File: config.mk
export PLATFORM = sky130hd
export DESIGN_NAME = ps2_frame_receiver
export DESIGN_NICKNAME = d
export VERILOG_FILES = /design/src/rtl/ps2_frame_receiver.sv
export SDC_FILE = /design/constraint.sdc
export NUM_CORES = 1
export LEC_CHECK = 0
export BUFFER_PORTS_ARGS = -buffer_cell sky130_fd_sc_hd__buf_2
export CORE_ASPECT_RATIO = 1.5
export CORE_UTILIZATION = 46
export DETAILED_ROUTE_END_ITERATION = 8
export PLACE_DENSITY = 0.63
export SLEW_MARGIN = 20
export SYNTH_ARGS = -nofsm -noshare
export SYNTH_HDL_FRONTEND = slang
export SYNTH_SLANG_ARGS = --single-unit
export TNS_END_PERCENT = 10
File: constraint.sdc
create_clock -name clk -period 1.8 [get_ports clk]
set_input_delay 0.09 -clock clk [delete_from_list [all_inputs] [get_ports clk]]
set_output_delay 0.09 -clock clk [all_outputs]
set_load 0.01 [all_outputs]
File: src/rtl/ps2_frame_receiver.sv
// PS/2 device-to-host deserialiser: sync + glitch filter + start/data/parity/stop framing.
// Latency: raw ps2_clk fall of the stop bit to ps2_rx_stb is about SYNC_STAGES + FILTER_LEN + 2 cycles.
// Backpressure: none; ps2_rx_stb/ps2_rx_err are single-cycle pulses with no ready input.
module ps2_frame_receiver #(
  parameter int SYNC_STAGES    = 2,
  parameter int FILTER_LEN     = 8,
  parameter int TIMEOUT_CYCLES = 50000
) (
  input  logic       clk,
  input  logic       rst_n,
  input  logic       ps2_clk,
  input  logic       ps2_data,
  output logic [7:0] ps2_rx_data,
  output logic       ps2_rx_stb,
  output logic       ps2_rx_err,
  output logic       ps2_busy
);

  localparam int FCW = $clog2(FILTER_LEN + 1);
  localparam int TCW = $clog2(TIMEOUT_CYCLES + 1);
  localparam logic [FCW-1:0] FILT_LAST = FCW'(FILTER_LEN - 1);
  localparam logic [TCW-1:0] TMO_LAST  = TCW'(TIMEOUT_CYCLES - 1);

  typedef enum logic [1:0] {IDLE, DATA, PARITY, STOP} state_t;

  logic [SYNC_STAGES-1:0] clk_sync_q, clk_sync_d;
  logic [SYNC_STAGES-1:0] data_sync_q, data_sync_d;
  logic [FILTER_LEN-1:0]  data_dly_q, data_dly_d;
  logic [FCW-1:0]         filt_cnt_q, filt_cnt_d;
  logic                   filt_clk_q, filt_clk_d;
  logic                   fall_q, fall_d;
  state_t                 state_q, state_d;
  logic [2:0]             bit_cnt_q, bit_cnt_d;
  logic [7:0]             shift_q, shift_d;
  logic                   parity_q, parity_d;
  logic [TCW-1:0]         tmo_cnt_q, tmo_cnt_d;
  logic [7:0]             rx_data_q, rx_data_d;
  logic                   rx_stb_q, rx_stb_d;
  logic                   rx_err_q, rx_err_d;
  logic                   busy_q, busy_d;

  logic clk_s;
  logic data_s;
  logic bit_s;

  assign clk_s  = clk_sync_q[SYNC_STAGES-1];
  assign data_s = data_sync_q[SYNC_STAGES-1];
  // Data is delayed by the filter depth so the sampled bit lines up with the filtered edge.
  assign bit_s  = data_dly_q[FILTER_LEN-1];

  // Next-state logic: synchronisers, glitch filter, edge detect, framing FSM and timeout.
  always_comb begin
    clk_sync_d  = {clk_sync_q[SYNC_STAGES-2:0], ps2_clk};
    data_sync_d = {data_sync_q[SYNC_STAGES-2:0], ps2_data};
    data_dly_d  = {data_dly_q[FILTER_LEN-2:0], data_s};

    filt_clk_d = filt_clk_q;
    filt_cnt_d = '0;
    if (clk_s != filt_clk_q) begin
      if (filt_cnt_q == FILT_LAST) begin
        filt_clk_d = clk_s;
      end else begin
        filt_cnt_d = filt_cnt_q + FCW'(1);
      end
    end
    fall_d = filt_clk_q & ~filt_clk_d;

    state_d   = state_q;
    bit_cnt_d = bit_cnt_q;
    shift_d   = shift_q;
    parity_d  = parity_q;
    rx_data_d = rx_data_q;
    rx_stb_d  = 1'b0;
    rx_err_d  = 1'b0;
    tmo_cnt_d = tmo_cnt_q;

    if (fall_q) begin
      // An edge event always wins over a coincident timeout.
      tmo_cnt_d = '0;
      unique case (state_q)
        IDLE: begin
          if (!bit_s) begin
            state_d   = DATA;
            bit_cnt_d = '0;
          end
        end
        DATA: begin
          shift_d   = {bit_s, shift_q[7:1]};
          bit_cnt_d = bit_cnt_q + 3'd1;
          if (bit_cnt_q == 3'd7) state_d = PARITY;
        end
        PARITY: begin
          parity_d = bit_s;
          state_d  = STOP;
        end
        STOP: begin
          state_d = IDLE;
          // Odd parity over data+parity and a high stop bit make a good frame.
          if (bit_s && (^{shift_q, parity_q})) begin
            rx_data_d = shift_q;
            rx_stb_d  = 1'b1;
          end else begin
            rx_err_d = 1'b1;
          end
        end
        default: state_d = IDLE;
      endcase
    end else if (state_q == IDLE) begin
      tmo_cnt_d = '0;
    end else if (tmo_cnt_q == TMO_LAST) begin
      // Stalled frame: drop it and report once.
      state_d   = IDLE;
      shift_d   = '0;
      tmo_cnt_d = '0;
      rx_err_d  = 1'b1;
    end else begin
      tmo_cnt_d = tmo_cnt_q + TCW'(1);
    end

    busy_d = (state_d != IDLE);
  end

  // State registers; line-side flops reset to the idle-high level.
  always_ff @(posedge clk or negedge rst_n) begin
    if (!rst_n) begin
      clk_sync_q  <= '1;
      data_sync_q <= '1;
      data_dly_q  <= '1;
      filt_cnt_q  <= '0;
      filt_clk_q  <= 1'b1;
      fall_q      <= 1'b0;
      state_q     <= IDLE;
      bit_cnt_q   <= '0;
      shift_q     <= '0;
      parity_q    <= 1'b0;
      tmo_cnt_q   <= '0;
      rx_data_q   <= '0;
      rx_stb_q    <= 1'b0;
      rx_err_q    <= 1'b0;
      busy_q      <= 1'b0;
    end else begin
      clk_sync_q  <= clk_sync_d;
      data_sync_q <= data_sync_d;
      data_dly_q  <= data_dly_d;
      filt_cnt_q  <= filt_cnt_d;
      filt_clk_q  <= filt_clk_d;
      fall_q      <= fall_d;
      state_q     <= state_d;
      bit_cnt_q   <= bit_cnt_d;
      shift_q     <= shift_d;
      parity_q    <= parity_d;
      tmo_cnt_q   <= tmo_cnt_d;
      rx_data_q   <= rx_data_d;
      rx_stb_q    <= rx_stb_d;
      rx_err_q    <= rx_err_d;
      busy_q      <= busy_d;
    end
  end

  assign ps2_rx_data = rx_data_q;
  assign ps2_rx_stb  = rx_stb_q;
  assign ps2_rx_err  = rx_err_q;
  assign ps2_busy    = busy_q;

endmodule

==> results.yml <==
status:
  status: "finished with violations"
  violations: "setup timing"
setup_path:
  reg2reg_slack_ns: -0.04
  start_kind: "flop"
  r2r_end: "ps2_rx_data[0]"
  startpoint: "shift_q[4]"
  worstSetupPathType: "flop to flop"
  cp-end-kind: "flop"
  r2r_start: "shift_q[4]"
  slowest_delay_ns: 0.43
  r2r_cells: 5
  crit_required_ns: 2.02
  crit_family: "XOR/XNOR gates"
  crit_chain: "xor2_1 > xnor3_2 > mux2i_4 > buf_12 > mux2_2"
  worst-path-max-fanout: 9
  path_buf_inv: 1
  critPathArrivalTime_ns: 2.06
  cp_slowest_cell: "xnor3_2"
logic_synthesis:
  synth_area_sq_um: 2460
  async_reset_ff_share_pct: 100
  muxShareOfSynthArea_pct: 5.90
  synth-xor-area-share_pct: 8.34
  synthCells: 196
  yosys_warnings: 0
  synth_compound_area_share_pct: 7.57
  synth_flop_cell: "dfrtp_1"
  avgSynthCellArea_sq_um: 12.6
  yosys.area_share.simple_pct: 13.3
  synth_edf_count: 0
  syn_nets: 204
  synth_top_family_by_area: "simple AND/OR/NAND/NOR gates"
  synthAdderAreaFrac_pct: 2.03
  ys_seq_elements: 59
  synth_top_cell_by_area: "dfrtp_1"
  ys_types: 38
  synth_top_cell_area_share_pct: 46.8
  netlist_top_cells_area: "dfrtp_1 47%, dfstp_2 14%, mux2_2 4.6%"
  ys_seq_area_share_pct: 60.7
clock_tree:
  cts_tree: "built"
  cts_num_sinks: 59
  clk_latency_ns: 0.34
  root_buffer: "clkbuf_8"
  clk_pin_slew_worst_paths_ns: 0.07
  numCtsBuffers: 9
  clock_path_buffers: 2
  htree_levels: 3
timing:
  setup_violations: 8
  min_period_ns: 1.84
  fmax_mhz: 545
  timing.final.crit_share_pct: 102
  hold_viol_final: 0
  fin_ws_ns: -0.0353
  final_max_slew_viol_count: 0
  slew_headroom_pct: 73.5
  rsz0062_at_grt: "true"
  skew_ns: 0.00799
  setup_tns_ns: -0.226
  tightest_slew_ns: 0.398
die:
  ioPinCount: 15
  die_w_microns: 61.7
  die_h_microns: 91.6
  coreArea_sq_um: 5160
  initial_core_util_pct: 47.7
  rows: 32
  dieArea_sq_um: 5650
finish:
  drive_above_1_share_pct: 31.1
  layout_commonest_cell: "dfrtp_1"
  final_cell_mix: "46 x dfrtp_1, 20 x nor2_1, 14 x buf_2, 14 x buf_4, 13 x dfstp_2"
  stdcell_count: 303
  synthToLayoutAreaGrowth_pct: 20.4
  n_antenna_cell: 0
  num-nets-final: 238
routing:
  drt_first_pass_iters: 4
  drtAntennaViolNets: 0
  via_per_inst: 5.15
  routed_wl_mm: 4.50
  drc: 0
  routedWlPerCell_microns: 14.9
  drt-initial-drc-count: 69
  dr_total_vias: 1561
grt:
  antenna_found_initial: 0
  track_usage_pct: 19.2
  grt_max_degree: 60
  grt_pass1_vias: 1732
  grt_overflow_total: 0
  grt_pass1_wl_mm: 7.69
placement:
  io_buffers: 14
  dp.cells: 284
  globalplace.congestion: 0.799
  hpwlAfterDp_mm: 2.97
power_and_ir_drop:
  p_leak_nw: 1.41
  power.density_nw_per_um2: 919
  peakVddDrop_v: 0.000572
worst_hold_path:
  hold_path_class: "input pin to async pin"
job:
  drv_cap: 0
[cell families after synthesis]
| family | Yosys count |
|---|---|
| buf+inv | 14 |
| simple gates | 61 |
| fa+ha+maj | 4 |
| mux | 12 |
| xor+xnor | 20 |
| compound gates | 26 |
| flops | 59 |
[worst reg2reg max path, stage by stage (launching register included)]
cell and delay, ns:
dfrtp_1 0.39, xor2_1 0.16, xnor3_2 0.43, mux2i_4 0.26, buf_12 0.15, mux2_2 0.32
[metal layers]
layer | part of all wire (%) | wire [microns] | GRT usage (%)
met1 | 40 | 1810 | 20.3
met2 | 54 | 2430 | 31.7
met3 | 3.2 | 143 | 7.55
met4 | 2.6 | 117 | 9.81
met5 | 0 | 0 | 0
[where the power goes]
| group | internal, mW | leakage (nW) | switching [mW] | total [mW] |
|---|---|---|---|---|
| combinational | 0.0590 | 0.532 | 0.0698 | 0.129 |
| clock | 0.669 | 0.0991 | 0.493 | 1.16 |
| sequential | 1.40 | 0.777 | 0.0370 | 1.43 |
[flip-flops by register name (all words and copies together), names as in the netlist]
register / flops
filt_cnt_q: 4
shift_q: 8
data_sync_q: 2
ps2_busy: 1
tmo_cnt_q: 16
ps2_rx_stb: 1
bit_cnt_q: 3
data_dly_q: 8
parity_q: 1
fall_q: 1
ps2_rx_err: 1
filt_clk_q: 1
ps2_rx_data: 8
clk_sync_q: 2
state_q: 2
[through the flow]
| step | util, % | instance area (sq um) | worst slack, ns | hold WS (ns) | total power, mW |
|---|---|---|---|---|---|
| floorplan | - | 2470 | -0.0146 | -0.206 | 1.52 |
| global placement | 52.7 | 2720 | -0.0286 | 0.107 | 1.56 |
| detailed placement | 52.7 | 2720 | -0.0804 | 0.114 | 1.58 |
| CTS | 57.4 | 2960 | -0.0474 | 0.279 | 2.77 |
| global route | 57.4 | 2960 | -0.114 | 0.312 | 2.84 |
| finish | 57.4 | 2960 | -0.0353 | 0.268 | 2.72 |
[worst max-delay path by stage]
| stage | slack (ns) | cells past startpoint | to |
|---|---|---|---|
| 6_report | -0.04 | 5 | ps2_rx_data[0] |
| 5_1_grt | -0.11 | 5 | ps2_rx_data[0] |
| 4_1_cts | -0.05 | 5 | ps2_rx_data[0] |
| 3_5_place_dp | -0.08 | 5 | ps2_rx_data[1] |
| 3_3_place_gp | -0.03 | 5 | ps2_rx_data[1] |
| 2_1_floorplan | -0.01 | 4 | ps2_rx_data[0] |
[timing repair]
| action | 4_1_cts | 5_1_grt |
|---|---|---|
| hold endpoints to repair | 48 | 0 |
| hold buffers | 3 | 0 |
| buffers inserted | 0 | 0 |
| gates resized for setup | 3 | 0 |
| endpoints found under the setup margin | 16 | 8 |
[cell type report]
| type | count | area, sq um |
|---|---|---|
| clock buffer | 11 | 141 |
| clock inverter | 5 | 52.6 |
| fill | 412 | 2200 |
| inverter | 4 | 15.0 |
| multi-input combinational | 123 | 931 |
| sequential | 59 | 1490 |
| tap | 68 | 85.1 |
| timing repair buffer | 33 | 245 |
[synth_stat cells, drive strengths merged (2+ instances only)]
master,number
mux2,10
inv,4
nand2,6
nand4,4
dfstp,13
a21oi,5
nor3b,2
clkbuf,9
a22o,10
dfrtp,46
nand2b,2
and4,4
nor2b,3
nand3,10
mux2i,2
and3,2
o21ai,5
ha,4
xor2,11
xnor2,7
nor4bb,2
nor2,20
or3,2
(Power assumes the default switching activity.)
